`src/rtl/ball_if.sv`:
```
// Paddle-edge inputs, strobes and ball outputs shared between the game logic and the ball engine.
interface ball_if;
  logic        in_ani_stb;
  logic        in_animate;
  logic [11:0] in_lbar_x1, in_lbar_x2, in_lbar_y1, in_lbar_y2;
  logic [11:0] in_rbar_x1, in_rbar_x2, in_rbar_y1, in_rbar_y2;
  logic [11:0] out_x1, out_x2, out_y1, out_y2;
  logic        out_hit, out_score_l, out_score_r;

  modport master (
    output in_ani_stb, in_animate,
    output in_lbar_x1, in_lbar_x2, in_lbar_y1, in_lbar_y2,
    output in_rbar_x1, in_rbar_x2, in_rbar_y1, in_rbar_y2,
    input  out_x1, out_x2, out_y1, out_y2, out_hit, out_score_l, out_score_r
  );

  modport slave (
    input  in_ani_stb, in_animate,
    input  in_lbar_x1, in_lbar_x2, in_lbar_y1, in_lbar_y2,
    input  in_rbar_x1, in_rbar_x2, in_rbar_y1, in_rbar_y2,
    output out_x1, out_x2, out_y1, out_y2, out_hit, out_score_l, out_score_r
  );
endinterface

```
`src/rtl/ball_ctrl.sv`:
```
// Pong ball engine: steps the ball per animation strobe, bounces off walls/paddles,
// scores misses, recentres and re-serves after a strobe-counted delay.
module ball_ctrl #(
  parameter int B_SIZE      = 8,
  parameter int IX          = 320,
  parameter int IY          = 240,
  parameter int SPEED       = 2,
  parameter int D_WIDTH     = 639,
  parameter int D_HEIGHT    = 470,
  parameter int SERVE_DELAY = 60
) (
  input logic   in_clock,
  input logic   in_reset,
  ball_if.slave bus
);
  localparam int          CW  = $clog2(SERVE_DELAY + 1);
  localparam logic [12:0] BS  = 13'(B_SIZE);
  localparam logic [11:0] SP  = 12'(SPEED);
  localparam logic [12:0] DW  = 13'(D_WIDTH);
  localparam logic [12:0] DH  = 13'(D_HEIGHT);
  localparam logic [11:0] X0  = 12'(IX);
  localparam logic [11:0] Y0  = 12'(IY);
  localparam logic [CW-1:0] CLAST = CW'(SERVE_DELAY - 1);

  typedef enum logic [1:0] {SERVE, PLAY, SCORED} state_t;

  state_t        state_q, state_d;
  logic [11:0]   x_q, x_d, y_q, y_d;
  logic          dx_q, dx_d, dy_q, dy_d;   // dx 1 = right, dy 1 = down
  logic [CW-1:0] cnt_q, cnt_d;
  logic          hit_q, hit_d, scl_q, scl_d, scr_q, scr_d;
  logic          step;

  // 13-bit sums keep every compare addition-only and free of wrap.
  logic [12:0] xe, ye, xb, yb;
  logic        r_ov, l_ov;
  assign xe   = {1'b0, x_q};
  assign ye   = {1'b0, y_q};
  assign xb   = xe + BS;
  assign yb   = ye + BS;
  assign r_ov = (yb >= {1'b0, bus.in_rbar_y1}) && (ye <= {1'b0, bus.in_rbar_y2} + BS);
  assign l_ov = (yb >= {1'b0, bus.in_lbar_y1}) && (ye <= {1'b0, bus.in_lbar_y2} + BS);
  assign step = bus.in_ani_stb & bus.in_animate;

  always_ff @(posedge in_clock or negedge in_reset) begin
    if (!in_reset) state_q <= SERVE;
    else           state_q <= state_d;
  end

  always_ff @(posedge in_clock or negedge in_reset) begin
    if (!in_reset) begin
      x_q <= X0; y_q <= Y0; dx_q <= 1'b1; dy_q <= 1'b1; cnt_q <= '0;
      hit_q <= 1'b0; scl_q <= 1'b0; scr_q <= 1'b0;
    end else begin
      x_q <= x_d; y_q <= y_d; dx_q <= dx_d; dy_q <= dy_d; cnt_q <= cnt_d;
      hit_q <= hit_d; scl_q <= scl_d; scr_q <= scr_d;
    end
  end

  always_comb begin
    state_d = state_q;
    x_d = x_q; y_d = y_q; dx_d = dx_q; dy_d = dy_q; cnt_d = cnt_q;
    hit_d = 1'b0; scl_d = 1'b0; scr_d = 1'b0;
    if (step) begin
      case (state_q)
        SERVE: begin
          if (cnt_q == CLAST) begin
            state_d = PLAY;
            cnt_d   = '0;
          end else begin
            cnt_d = cnt_q + 1'b1;
          end
        end
        PLAY: begin
          if (dy_q && yb >= DH)       dy_d = 1'b0;
          else if (!dy_q && ye <= BS) dy_d = 1'b1;
          else if (dy_q)              y_d  = y_q + SP;
          else                        y_d  = y_q - SP;

          if (dx_q && xb >= {1'b0, bus.in_rbar_x1} && xe <= {1'b0, bus.in_rbar_x2} + BS && r_ov) begin
            dx_d  = 1'b0;
            hit_d = 1'b1;
          end else if (!dx_q && xe <= {1'b0, bus.in_lbar_x2} + BS && xb >= {1'b0, bus.in_lbar_x1} && l_ov) begin
            dx_d  = 1'b1;
            hit_d = 1'b1;
          end else if (dx_q && xb >= DW) begin
            scl_d = 1'b1; state_d = SCORED; y_d = y_q; dy_d = dy_q;
          end else if (!dx_q && xe <= BS) begin
            scr_d = 1'b1; state_d = SCORED; y_d = y_q; dy_d = dy_q;
          end else if (dx_q) begin
            x_d = x_q + SP;
          end else begin
            x_d = x_q - SP;
          end
        end
        SCORED: begin
          // dx is left as it was at the miss, so the serve heads to the conceding side.
          x_d = X0; y_d = Y0; dy_d = 1'b1;
          cnt_d = '0; state_d = SERVE;
        end
        default: state_d = SERVE;
      endcase
    end
  end

  always_comb begin
    bus.out_x1      = x_q - 12'(B_SIZE);
    bus.out_x2      = x_q + 12'(B_SIZE);
    bus.out_y1      = y_q - 12'(B_SIZE);
    bus.out_y2      = y_q + 12'(B_SIZE);
    bus.out_hit     = hit_q;
    bus.out_score_l = scl_q;
    bus.out_score_r = scr_q;
  end
endmodule

```
`src/flat_wrapper.sv`:
```
// flat-port wrapper written by rule: the top's interface ports become plain ports
module ball_ctrl_flat 
#(
  parameter int B_SIZE      = 8,
  parameter int IX          = 320,
  parameter int IY          = 240,
  parameter int SPEED       = 2,
  parameter int D_WIDTH     = 639,
  parameter int D_HEIGHT    = 470,
  parameter int SERVE_DELAY = 60
)
  (in_clock, in_reset, bus_in_ani_stb, bus_in_animate, bus_in_lbar_x1, bus_in_lbar_x2, bus_in_lbar_y1, bus_in_lbar_y2, bus_in_rbar_x1, bus_in_rbar_x2, bus_in_rbar_y1, bus_in_rbar_y2, bus_out_x1, bus_out_x2, bus_out_y1, bus_out_y2, bus_out_hit, bus_out_score_l, bus_out_score_r);
  ball_if bus_i ();
  input logic in_clock;
  input logic in_reset;
  input wire logic [$bits(bus_i.in_ani_stb)-1:0] bus_in_ani_stb;
  input wire logic [$bits(bus_i.in_animate)-1:0] bus_in_animate;
  input wire logic [$bits(bus_i.in_lbar_x1)-1:0] bus_in_lbar_x1;
  input wire logic [$bits(bus_i.in_lbar_x2)-1:0] bus_in_lbar_x2;
  input wire logic [$bits(bus_i.in_lbar_y1)-1:0] bus_in_lbar_y1;
  input wire logic [$bits(bus_i.in_lbar_y2)-1:0] bus_in_lbar_y2;
  input wire logic [$bits(bus_i.in_rbar_x1)-1:0] bus_in_rbar_x1;
  input wire logic [$bits(bus_i.in_rbar_x2)-1:0] bus_in_rbar_x2;
  input wire logic [$bits(bus_i.in_rbar_y1)-1:0] bus_in_rbar_y1;
  input wire logic [$bits(bus_i.in_rbar_y2)-1:0] bus_in_rbar_y2;
  output wire logic [$bits(bus_i.out_x1)-1:0] bus_out_x1;
  output wire logic [$bits(bus_i.out_x2)-1:0] bus_out_x2;
  output wire logic [$bits(bus_i.out_y1)-1:0] bus_out_y1;
  output wire logic [$bits(bus_i.out_y2)-1:0] bus_out_y2;
  output wire logic [$bits(bus_i.out_hit)-1:0] bus_out_hit;
  output wire logic [$bits(bus_i.out_score_l)-1:0] bus_out_score_l;
  output wire logic [$bits(bus_i.out_score_r)-1:0] bus_out_score_r;
  assign bus_i.in_ani_stb = bus_in_ani_stb;
  assign bus_i.in_animate = bus_in_animate;
  assign bus_i.in_lbar_x1 = bus_in_lbar_x1;
  assign bus_i.in_lbar_x2 = bus_in_lbar_x2;
  assign bus_i.in_lbar_y1 = bus_in_lbar_y1;
  assign bus_i.in_lbar_y2 = bus_in_lbar_y2;
  assign bus_i.in_rbar_x1 = bus_in_rbar_x1;
  assign bus_i.in_rbar_x2 = bus_in_rbar_x2;
  assign bus_i.in_rbar_y1 = bus_in_rbar_y1;
  assign bus_i.in_rbar_y2 = bus_in_rbar_y2;
  assign bus_out_x1 = bus_i.out_x1;
  assign bus_out_x2 = bus_i.out_x2;
  assign bus_out_y1 = bus_i.out_y1;
  assign bus_out_y2 = bus_i.out_y2;
  assign bus_out_hit = bus_i.out_hit;
  assign bus_out_score_l = bus_i.out_score_l;
  assign bus_out_score_r = bus_i.out_score_r;
  ball_ctrl #(.B_SIZE(B_SIZE), .IX(IX), .IY(IY), .SPEED(SPEED), .D_WIDTH(D_WIDTH), .D_HEIGHT(D_HEIGHT), .SERVE_DELAY(SERVE_DELAY)) u_core (.in_clock(in_clock), .in_reset(in_reset), .bus(bus_i));
endmodule
```
`config.mk`:
```
export PLATFORM = sky130hd
export DESIGN_NAME = ball_ctrl_flat
export DESIGN_NICKNAME = d
export VERILOG_FILES = /design/src/rtl/ball_if.sv /design/src/rtl/ball_ctrl.sv /design/src/flat_wrapper.sv
export SDC_FILE = /design/constraint.sdc
export NUM_CORES = 1
export LEC_CHECK = 0
export CAP_MARGIN = 15
export CORE_MARGIN = 2
export CORE_UTILIZATION = 40
export DETAILED_ROUTE_END_ITERATION = 6
export PLACE_DENSITY = 0.69
export REMOVE_ABC_BUFFERS = 1
export SETUP_SLACK_MARGIN = 0.05
export SYNTH_ARGS = -nofsm -noshare
export SYNTH_HDL_FRONTEND = slang
export SYNTH_SLANG_ARGS = --single-unit
```
`constraint.sdc`:
```
create_clock -name in_clock -period 10.5 [get_ports in_clock]
set_input_delay 1.575 -clock in_clock [delete_from_list [all_inputs] [get_ports in_clock]]
set_output_delay 1.575 -clock in_clock [all_outputs]
set_load 0.1 [all_outputs]
```
# Word-level counts from Yosys, hierarchy flattened
# Cells that the tools add are included.
[totals]
reg_bits = 37
inputBits = 100
out_inout_bits = 51
wordCells = 117
[classes]
addsub = 15
n_lt_le_gt_ge = 12
eq_ne = 11
n_mux = 46
bitwise_logic = 1
reduce_logical = 23
[ops]
columns = ["cell", "count"]
rows = [
  ["$mux 12", 12],
  ["$add 12x4->13 const B", 6],
  ["$ge 13x12->1", 4],
  ["$le 12x13->1", 4],
  ["$pmux 12 s2", 2],
  ["$add 12x2->12 const B", 2],
  ["$add 12x4->12 const B", 2],
  ["$le 12x4->1 const B", 2],
  ["$sub 12x2->12 const B", 2],
  ["$sub 12x4->12 const B", 2],
  ["$mux 1", 23],
  ["$ge 13x10->1 const B", 1],
  ["$ge 13x9->1 const B", 1],
  ["$logic_and 1x1->1", 12],
  ["$pmux 6 s2", 1],
  ["$mux 2", 5],
  ["$ne 2x2->1 const B", 4],
  ["$ne 4x2->1 const B", 2],
  ["$add 6x1->6 const B", 1],
  ["$eq 6x6->1 const B", 1],
  ["$mux 6", 1],
  ["$reduce_and 6->1", 1],
  ["$reduce_bool 2->1", 3],
  ["$reduce_and 5->1", 1],
  ["12 further kinds", 13],
]

# Depth between registers and ports, before layout
# Gate-level depths: netlist of run 1.
[depth]
ltp_word = 9
mapped_depth = 15
depth_no_buf = 13

# Least setup slack after synthesis of run 1
# OpenSTA, ideal clock, no wires.
[synth_timing]
kind = "flip-flop to flip-flop"
startpoint = "register u_core.y_q[6]"
endpoint = "register u_core.x_q[10]"
setup_time_ps = 125
arrival_ps = 5123
required_time_ps = 10375
slack_ps = 5252
stages_incl_launch_ff = 16
path_buffers = 2
period_less_slack_ps = 5248
cell_sequence = "dfstp_2 -> clkbuf_1 -> nand4_1 -> nor2_1 -> nand2_1 -> xnor2_1 -> ha_1 -> a211oi_1 -> nor2b_1 -> o2111ai_1 -> a211o_1 -> o2111a_2 -> a211oi_4 -> o21a_1 -> buf_6 -> mux2_4"
[synth_between]
elab_chain_cells = 6
word_cells_on_any_way = 12
classes_between = "add/sub: 1; order compare: 4; eq/ne: 2; reduce/logical: 5"
[synth_lines]
columns = ["item", "line_no", "source"]
rows = [
  ["from (decl)", "ball_ctrl.sv:28", "logic [11:0] x_q, x_d, y_q, y_d;"],
  ["from (signal assigned)", "ball_ctrl.sv:52", "x_q <= X0; y_q <= Y0; dx_q <= 1'b1; dy_q <= 1'b1; cnt_q <= '0;"],
  ["from (signal assigned)", "ball_ctrl.sv:55", "x_q <= x_d; y_q <= y_d; dx_q <= dx_d; dy_q <= dy_d; cnt_q <= cnt_d;"],
  ["$add 12x4->13", "ball_ctrl.sv:40", "assign yb = ye + BS;"],
  ["$ge 13x12->1 (on tied branches)", "ball_ctrl.sv:41, ball_ctrl.sv:42", ""],
  ["$logic_and 1x1->1 (on tied branches)", "ball_ctrl.sv:41, ball_ctrl.sv:42", ""],
  ["$logic_and 1x1->1 (on tied branches)", "ball_ctrl.sv:80, ball_ctrl.sv:83", ""],
  ["$ne 2x2->1 (no line)", "-", ""],
  ["$reduce_and 6->1 (no line) *", "-", ""],
  ["to (signal assigned)", "ball_ctrl.sv:52", ""],
  ["to (signal assigned)", "ball_ctrl.sv:55", ""],
  ["to (decl)", "ball_ctrl.sv:28", ""],
]
# Every way passes the cells marked *; elsewhere a longest branch is shown, timed or not.
# A chain may end at the register's enable or synchronous reset.

# Final worst setup path of run 1
[layout_timing]
startpoint = "input bus_in_lbar_y2[5]"
endpoint = "register u_core.x_q[5]"
[layout_between]
elab_chain_cells = 6
[layout_lines]
columns = ["item", "line_no", "source"]
rows = [
  ["from (decl)", "flat_wrapper.sv:21", "input wire logic [$bits(bus_i.in_lbar_y2)-1:0] bus_in_lbar_y2;"],
  ["$add 12x4->13", "ball_ctrl.sv:42", "assign l_ov = (yb >= {1'b0, bus.in_lbar_y1}) && (ye <= {1'b0, bus.in_lbar_y2} + BS);"],
  ["$le 12x13->1", "ball_ctrl.sv:42", ""],
  ["$logic_and 1x1->1", "ball_ctrl.sv:42", ""],
  ["$logic_and 1x1->1", "ball_ctrl.sv:83", "end else if (!dx_q && xe <= {1'b0, bus.in_lbar_x2} + BS && xb >= {1'b0, bus.in_lbar_x1} && l_ov) begin"],
  ["$ne 2x2->1 (no line)", "-", ""],
  ["$reduce_and 6->1 (no line)", "-", ""],
]
# Every way passes these cells.

==> summary.md, run 1 <==
| Metric | Value |
|---|---|
| Post-synthesis mux area share | `2.15%` |
| Largest net degree at the start of global routing | `36` |
| Reg2reg path depth | `12` |
| DR iter-0 viols | `289` |
| Worst Clk Skew | `9.11 ps` |
| Fraction of layout cells with a size suffix above 1 | `4.31%` |
| DP HPWL | `13600 microns` |
| Setup violators final | `0` |
| # DRC | `0` |
| # nets final | `1102` |
| Tot Pwr | `between 400 and 500 uW` |
| First-pass GRT wire length | `27300 microns` |
| Final setup TNS | `0 ps` |
| Crit path time final | `5300 ps` |
| GPL Wtd Cong | `0.851` |
| Clk slew on worst S/H paths | `60 ps` |
| Post-Syn Area per Cell | `8.12 sq um` |
| Post-synth ARST share | `100%` |
| CTS H-tree lvls | `2` |
| Max Slew Vio Count | `0` |
| Largest family of logic cells by synthesized area | `adder cells` |
| Die height | `128 microns` |
| Synth top area cells | `ha_1 24%, dfrtp_1 11%, xor2_1 5.7%` |
| Total gr overflow | `0` |
| DIE AREA | `around 16000 sq um` |
| Post-DR wirelength/cell | `15.8 microns` |
| CP Capture Type | `register` |
| Adder-cell area share of the yosys netlist | `24.8%` |
| List of most frequent post-synthesis cells | `119 x ha_1, 79 x inv_1, 50 x nor2_1` |
| Inserted Clock Buffers | `5` |
| DP Cell Count | `1062` |
| Clock Sinks | `35` |
| Max Fanout on Critical Path | `10` |
| Setup bufs post-CTS | `0` |
| Worst Tran Pin Value | `1040 ps` |
| Ys Warns | `0` |
| Compound-Gate Fraction of Synth Area | `19.2%` |
| Simple-gate share of the synthesized area | `roughly a fifth` |
| Crit-path slowest cell | `nor4b_2` |
| Later-pin clock latency in the skew report | `about 280 ps` |
| Vias in the first global route | `~5600` |
| PD cells | `a little under 60 nW/um^2` |
| Synth area leader | `ha_1` |
| Starting density of the core | `40.8%` |
| Initial DRT Pass Iterations | `4` |
| Number of buffers added on ports | `roughly 150` |
| Total Routed Length | `16900 microns` |
| Post-Syn Area | `between 6000 and 7000 sq um` |
| # rows | `45` |
| Number of synthesized flops with an enable pin | `0` |
| Leak pwr | `3.56 nW` |
| WHS Path Cells | `2` |
| Gr usage total | `20.2%` |
| Critical path launch point type | `input pin` |
| Share of the yosys chip area belonging to registers | `roughly 14%` |
| Initial antenna violation count | `0` |
| Hold Vio Cnt, Final | `0` |
| Synth Area in XOR/XNOR | `11.3%` |
| Required @ worst endpoint | `10670 ps` |
| Routed Antenna Nets | `0` |
| Status | `complete, no violations` |
| Crit path DAT | `5470 ps` |
| Yosys cell types | `74` |
| Critical Path Stages | `14` |
| DIE WIDTH | `128 microns` |
| Relative slew slack | `a little under a third` |
| Largest delay share family, worst path | `compound AO/OA/AOI/OAI gates` |
| RSZ-0062 raised after global routing | `false` |
| Max incr delay on CP | `600 ps` |
| Cts repair resizes | `0` |
| Ys flop type | `dfrtp_1` |
| DR vias | `5863` |
| Max_cap viols | `0` |
| Max VDD drop | `0.0526 mV` |
| WP buf/inv | `1` |
| Class of the most critical setup path | `input pin to register` |
| CTS Buffer Depth | `2` |
| Post-CTS Hold Fix Bufs | `0` |
| Most frequent cell after synthesis | `ha_1` |
| CTS tree | `built` |
| Worst min path class | `register to register` |
| Critical path, cell by cell | `clkdlybuf4s50_1 > and3_1 > and2_1 > nand4_1 > xor2_1 > ha_1 > a21o_1 > a211o_1 > a221o_1 > o2111ai_1 > nor4b_2 > a211oi_4 > o21a_1 > mux2_4` |
| Share of the synthesized area in the top cell type | `24.1%` |
| Clk root buf | `clkbuf_16` |
| Count of inserted antenna diode cells | `0` |
| Flops & latches, synth | `35` |
| Period utilization | `50.5%` |
| Top Ports | `roughly 150` |
| Core Area | `15100 sq um` |
| Cells after Synth | `between 700 and 800` |
| Post-DR vias/cell | `5.48` |
| Fin cells | `about 1100` |
| Syn-to-layout area delta | `27.0%` |
| Max Freq | `189 MHz` |
per-stage QoR:
step           utilization, %  setup WS, ps  hold WS, ps  instance area [sq um]
6_report                 51.8          5200          514                   7840
5_1_grt                  51.8          4930          563                   7840
4_1_cts                  51.8          5220          522                   7840
3_5_place_dp             50.6          4930          509                   7670
3_3_place_gp             50.6          5040          488                   7670
2_1_floorplan               -          5080          465                   5960
registers in the layout, indices dropped and copies added, names as in the netlist:
name / count
u_core.x_q: 11
u_core.y_q: 11
u_core.cnt_q: 6
u_core.state_q: 2
u_core.bus.out_hit: 1
u_core.bus.out_score_l: 1
u_core.bus.out_score_r: 1
u_core.dx_q: 1
u_core.dy_q: 1
worst min-delay path, stage by stage (launching register included):
cell and delay, ps:
dfrtp_1 370, nand2_1 60, nand2_1 60
per-layer routing:
layer / GRT usage (%) / share of wire (%)
met5: 0 / 0
met4: 5.11 / 1.7
met3: 1.96 / 4.0
met2: 33.9 / 46
met1: 27.9 / 48
cells in the final DEF (no fill, tap or decap), drive strengths merged, types with 6 or more instances in the layout:
| cell type | synthesis | routed |
|---|---|---|
| nor2b | 9 | 9 |
| a21oi | 34 | 34 |
| xnor2 | 37 | 37 |
| clkdlybuf4s50 | 0 | 146 |
| dfstp | 8 | 8 |
| o21ai | 42 | 42 |
| mux2 | 6 | 6 |
| a21o | 11 | 11 |
| ha | 119 | 119 |
| dfrtp | 27 | 27 |
| and3 | 11 | 11 |
| o211ai | 7 | 7 |
| a31oi | 8 | 8 |
| nand2b | 7 | 7 |
| nand2 | 37 | 37 |
| xor2 | 40 | 40 |
| and4 | 6 | 6 |
| nand4 | 24 | 24 |
| nor3 | 17 | 17 |
| a211oi | 12 | 12 |
| nor4 | 7 | 7 |
| inv | 79 | 79 |
| o31ai | 8 | 8 |
| nor2 | 52 | 52 |
| nand3 | 35 | 35 |
cell families (layout without fill, tap and decap cells):
family	Yosys count	after routing
adders and majority gates	121	121
other	1	4
buffers and inverters	116	235
AOI/OAI and AO/OA	170	170
xor gates and xnor gates	78	78
DFF	35	35
and+or+nand+nor	228	228
muxes	11	11
area by class of cell:
class / instances / area [sq um]
clock inverters: 3 / 43.8
repair buffers: 148 / 1480
inverters: 79 / 297
fillers: 1444 / 7310
multi-input cells: 612 / 4780
flip-flops and latches: 35 / 886
well taps: 188 / 235
clock buffers: 5 / 125
where the power goes:
group / leakage [nW] / total (mW) / internal (mW) / switching [mW]
registers: 0.427 / 0.156 / 0.145 / 0.0105
clock network: 0.0838 / 0.169 / 0.112 / 0.0573
logic: 3.05 / 0.131 / 0.0687 / 0.0624
worst paths after layout:
check                                                   end  slack [ps]                        start
worst max-delay path              u_core.x_q[5]$_DFFE_PN0P_        5200            bus_in_lbar_y2[5]
worst min-delay path            u_core.cnt_q[1]$_DFFE_PN0P_         510  u_core.cnt_q[1]$_DFFE_PN0P_
worst max register to register   u_core.y_q[11]$_DFFE_PN0P_        6010    u_core.x_q[3]$_DFFE_PN0P_
worst min register to register  u_core.cnt_q[1]$_DFFE_PN0P_         510  u_core.cnt_q[1]$_DFFE_PN0P_
max in group asynchronous         u_core.y_q[6]$_DFFE_PN1P_        8430                     in_reset
min in group asynchronous         u_core.x_q[7]$_DFFE_PN0P_        1710                     in_reset
No activity file was read; power rests on OpenSTA's default activity.
==> run 2, diff against run 1 <==
--- a/config.mk
+++ b/config.mk
@@ -9,7 +9,7 @@
 export CORE_MARGIN = 2
 export CORE_UTILIZATION = 40
 export DETAILED_ROUTE_END_ITERATION = 6
-export PLACE_DENSITY = 0.69
+export PLACE_DENSITY = 0.71
 export REMOVE_ABC_BUFFERS = 1
 export SETUP_SLACK_MARGIN = 0.05
 export SYNTH_ARGS = -nofsm -noshare
==> constraint.sdc (replaced) <==
create_clock -name in_clock -period 4.4 [get_ports in_clock]
set_input_delay 0.66 -clock in_clock [delete_from_list [all_inputs] [get_ports in_clock]]
set_output_delay 0.66 -clock in_clock [all_outputs]
set_load 0.1 [all_outputs]
==> run 2 against run 1 <==
  * Clock power up 140%
  * Via count up 3.1%
  * Hold slack worse by 9.7 ps
  * Largest cell class unchanged
  * Largest power group unchanged
==> summary.md, run 2 (synthesized netlist as in run 1, its figures left out) <==
| Metric | Value |
|---|---|
| Core Area | `15100 sq um (unchanged)` |
| Leak pwr | `3.75 nW (was 3.56 nW)` |
| DIE AREA | `16400 sq um (unchanged)` |
| Total gr overflow | `0 (unchanged)` |
| WP buf/inv | `2 (was 1)` |
| Critical Path Stages | `15 (was 14)` |
| Routed Antenna Nets | `0 (unchanged)` |
| Relative slew slack | `29.2% (was 30.3%)` |
| RSZ-0062 raised after global routing | `false (unchanged)` |
| Worst min path class | `register to register (unchanged)` |
| Largest net degree at the start of global routing | `36 (unchanged)` |
| Max Freq | `246 MHz` |
| Critical path, cell by cell | `clkdlybuf4s50_1 > and3_1 > and2_1 > nand4_1 > xor2_1 > ha_1 > a21o_1 > a211o_1 > a221o_1 > o2111ai_1 > nor4b_2 > buf_4 > a211oi_1 > o2111ai_1 > mux2_2 (was clkdlybuf4s50_1 > and3_1 > and2_1 > nand4_1 > xor2_1 > ha_1 > a21o_1 > a211o_1 > a221o_1 > o2111ai_1 > nor4b_2 > a211oi_4 > o21a_1 > mux2_4)` |
| Pre-CTS WS | `58.0 ps (was 4930 ps)` |
| Clk root buf | `clkbuf_16 (unchanged)` |
| Commonest non-fill, non-tap cell in the layout | `clkdlybuf4s50_1 (unchanged)` |
| Total Routed Length | `17600 microns (was 16900 microns)` |
| DP HPWL | `14300 microns (was 13600 microns)` |
| Net load switching power | `320 uW (was 130 uW)` |
| Seq pwr share | `33.8% (was 34.1%)` |
| Gr usage total | `21.4% (was 20.2%)` |
| Post-DR vias/cell | `5.48 (about the same)` |
| Count of inserted antenna diode cells | `0 (unchanged)` |
| Fin cells | `1103 (was 1070)` |
| CTS tree | `built (unchanged)` |
| Clk slew on worst S/H paths | `60 ps (about the same)` |
| Syn-to-layout area delta | `30.3% (was 27.0%)` |
| Max VDD drop | `0.146 mV (was 0.0526 mV)` |
| Max Slew Vio Count | `0 (unchanged)` |
| Worst Tran Pin Value | `1060 ps (was 1040 ps)` |
| Status | `complete, no violations (unchanged)` |
| Post-DR wirelength/cell | `16.0 microns (was 15.8 microns)` |
| # rows | `45 (unchanged)` |
| Internal | `781 uW (was 326 uW)` |
| # DRC | `0 (unchanged)` |
| Setup ws final | `334 ps (was 5200 ps)` |
| Post-CTS Hold Fix Bufs | `0 (unchanged)` |
| Number of buffers added on ports | `146 (unchanged)` |
| Max incr delay on CP | `510 ps (was 600 ps)` |
| Vias in the first global route | `5914 (was 5560)` |
| Initial antenna violation count | `0 (unchanged)` |
| Largest delay share family, worst path | `compound AO/OA/AOI/OAI gates (unchanged)` |
| DP Cell Count | `1095 (was 1062)` |
| Hold Path Origin | `u_core.cnt_q[1]$_DFFE_PN0P_ (unchanged)` |
| Top Ports | `151 (unchanged)` |
| Max_cap viols | `0 (unchanged)` |
| Crit path time final | `4070 ps` |
| CTS Buffer Depth | `2 (unchanged)` |
| CTS H-tree lvls | `2 (unchanged)` |
| Setup bufs post-CTS | `0 (unchanged)` |
| PD cells | `137 nW/um^2 (was 58.2 nW/um^2)` |
| Later-pin clock latency in the skew report | `280 ps (about the same)` |
| Crit path DAT | `4240 ps (was 5470 ps)` |
| Required @ worst endpoint | `4570 ps (was 10670 ps)` |
| # nets final | `1135 (was 1102)` |
| Die height | `128 microns (unchanged)` |
| Inserted Clock Buffers | `5 (unchanged)` |
| Reg2reg path depth | `12 (unchanged)` |
| Class of the most critical setup path | `input pin to register (unchanged)` |
| Crit. Startpoint | `bus_in_lbar_y2[6] (was bus_in_lbar_y2[5])` |
| DR vias | `6045 (was 5863)` |
| CP dominant cell by count | `o2111ai_1` |
| Fraction of layout cells with a size suffix above 1 | `9.62% (was 4.31%)` |
| Starting density of the core | `40.8% (unchanged)` |
| Cts repair resizes | `0 (unchanged)` |
| Initial DRT Pass Iterations | `4 (unchanged)` |
| Clock Sinks | `35 (unchanged)` |
| Setup violators final | `0 (unchanged)` |
| Hold Vio Cnt, Final | `0 (unchanged)` |
| Worst Clk Skew | `7.24 ps (was 9.11 ps)` |
| Clock Power Share | `37.2% (was 37.1%)` |
| Sw frac | `29.1% (was 28.6%)` |
| Largest registers | `u_core.x_q x11, u_core.y_q x11, u_core.cnt_q x6 (unchanged)` |
| Comb power frac | `29.0% (was 28.8%)` |
| First-pass GRT wire length | `28800 microns (was 27300 microns)` |
| DR iter-0 viols | `298 (was 289)` |
| Period utilization | `92.4%` |
| Most frequent cells in the layout | `129 x clkdlybuf4s50_1, 119 x ha_1, 79 x inv_1 (was 146 x clkdlybuf4s50_1, 119 x ha_1, 79 x inv_1)` |
| GPL Wtd Cong | `0.833 (was 0.851)` |
| FF-to-FF setup slack | `480 ps (was 6010 ps)` |
| RR Startpoint | `u_core.x_q[8]$_DFFE_PN1P_ (was u_core.x_q[3]$_DFFE_PN0P_)` |
| WHS Path Cells | `2 (unchanged)` |
| DIE WIDTH | `128 microns (unchanged)` |
| Crit-path slowest cell | `clkdlybuf4s50_1 (was nor4b_2)` |
| CP Capture Type | `register (unchanged)` |
| Critical path launch point type | `input pin (unchanged)` |
| Max Fanout on Critical Path | `3 (was 10)` |
[run 2: power by group through the flow]
| stage | logic [mW] | registers, mW | clock network, mW |
|---|---|---|---|
| after floorplan | 0.166 | 0.375 | 0 |
| after global placement | 0.313 | 0.376 | 0 |
| after detailed placement | 0.319 | 0.377 | 0 |
| after CTS | 0.320 | 0.372 | 0.411 |
| after global routing | 0.357 | 0.375 | 0.427 |
| final | 0.319 | 0.372 | 0.410 |
[run 2: cell type report]
cell class | count | area [sq um]
clock buffers | 5 | 125
well taps | 188 | 235
flip-flops and latches | 35 | 886
fillers | 1452 | 7100
repair buffers | 181 | 1680
clock inverters | 3 | 43.8
multi-input cells | 612 | 4780
inverters | 79 | 297
[run 2: final timing paths]
kind                                            endpoint
min in group asynchronous      u_core.x_q[5]$_DFFE_PN0P_
max in group asynchronous      u_core.y_q[7]$_DFFE_PN1P_
max                        u_core.state_q[0]$_DFFE_PN0P_
max reg2reg                    u_core.x_q[7]$_DFFE_PN0P_
min                          u_core.cnt_q[1]$_DFFE_PN0P_
min reg2reg                  u_core.cnt_q[1]$_DFFE_PN0P_
[run 2: worst register-to-register path, cell delays in order (launching register included)]
cell and delay, ps:
dfstp_2 520, inv_1 50, nor2_1 200, nand3_1 130
xnor2_1 430, ha_1 360, nor2b_1 160, a211oi_1 240
a21oi_1 80, o41a_4 500, a211oi_4 360, o21a_1 440
mux2_4 340
[run 2: through the flow]
stage	utilization [%]	hold WS [ps]	power (mW)	setup TNS, ps	cell area, sq um
4_1_cts	53.1	510	1.10	0	8040
2_1_floorplan	-	364	0.540	-23290	5960
5_1_grt	53.1	552	1.16	0	8040
3_3_place_gp	52.0	489	0.688	0	7880
6_report	53.1	504	1.10	0	8040
3_5_place_dp	52.0	498	0.695	0	7880
[run 2: layer usage]
metal / vias to the layer above / track usage (%) / wire (microns)
li1: 3058 / - / -
met1: 2807 / 27.3 / 8060
met2: 152 / 38.0 / 8410
met5: - / 0 / 0
met4: 0 / 5.43 / 327
met3: 28 / 2.55 / 810
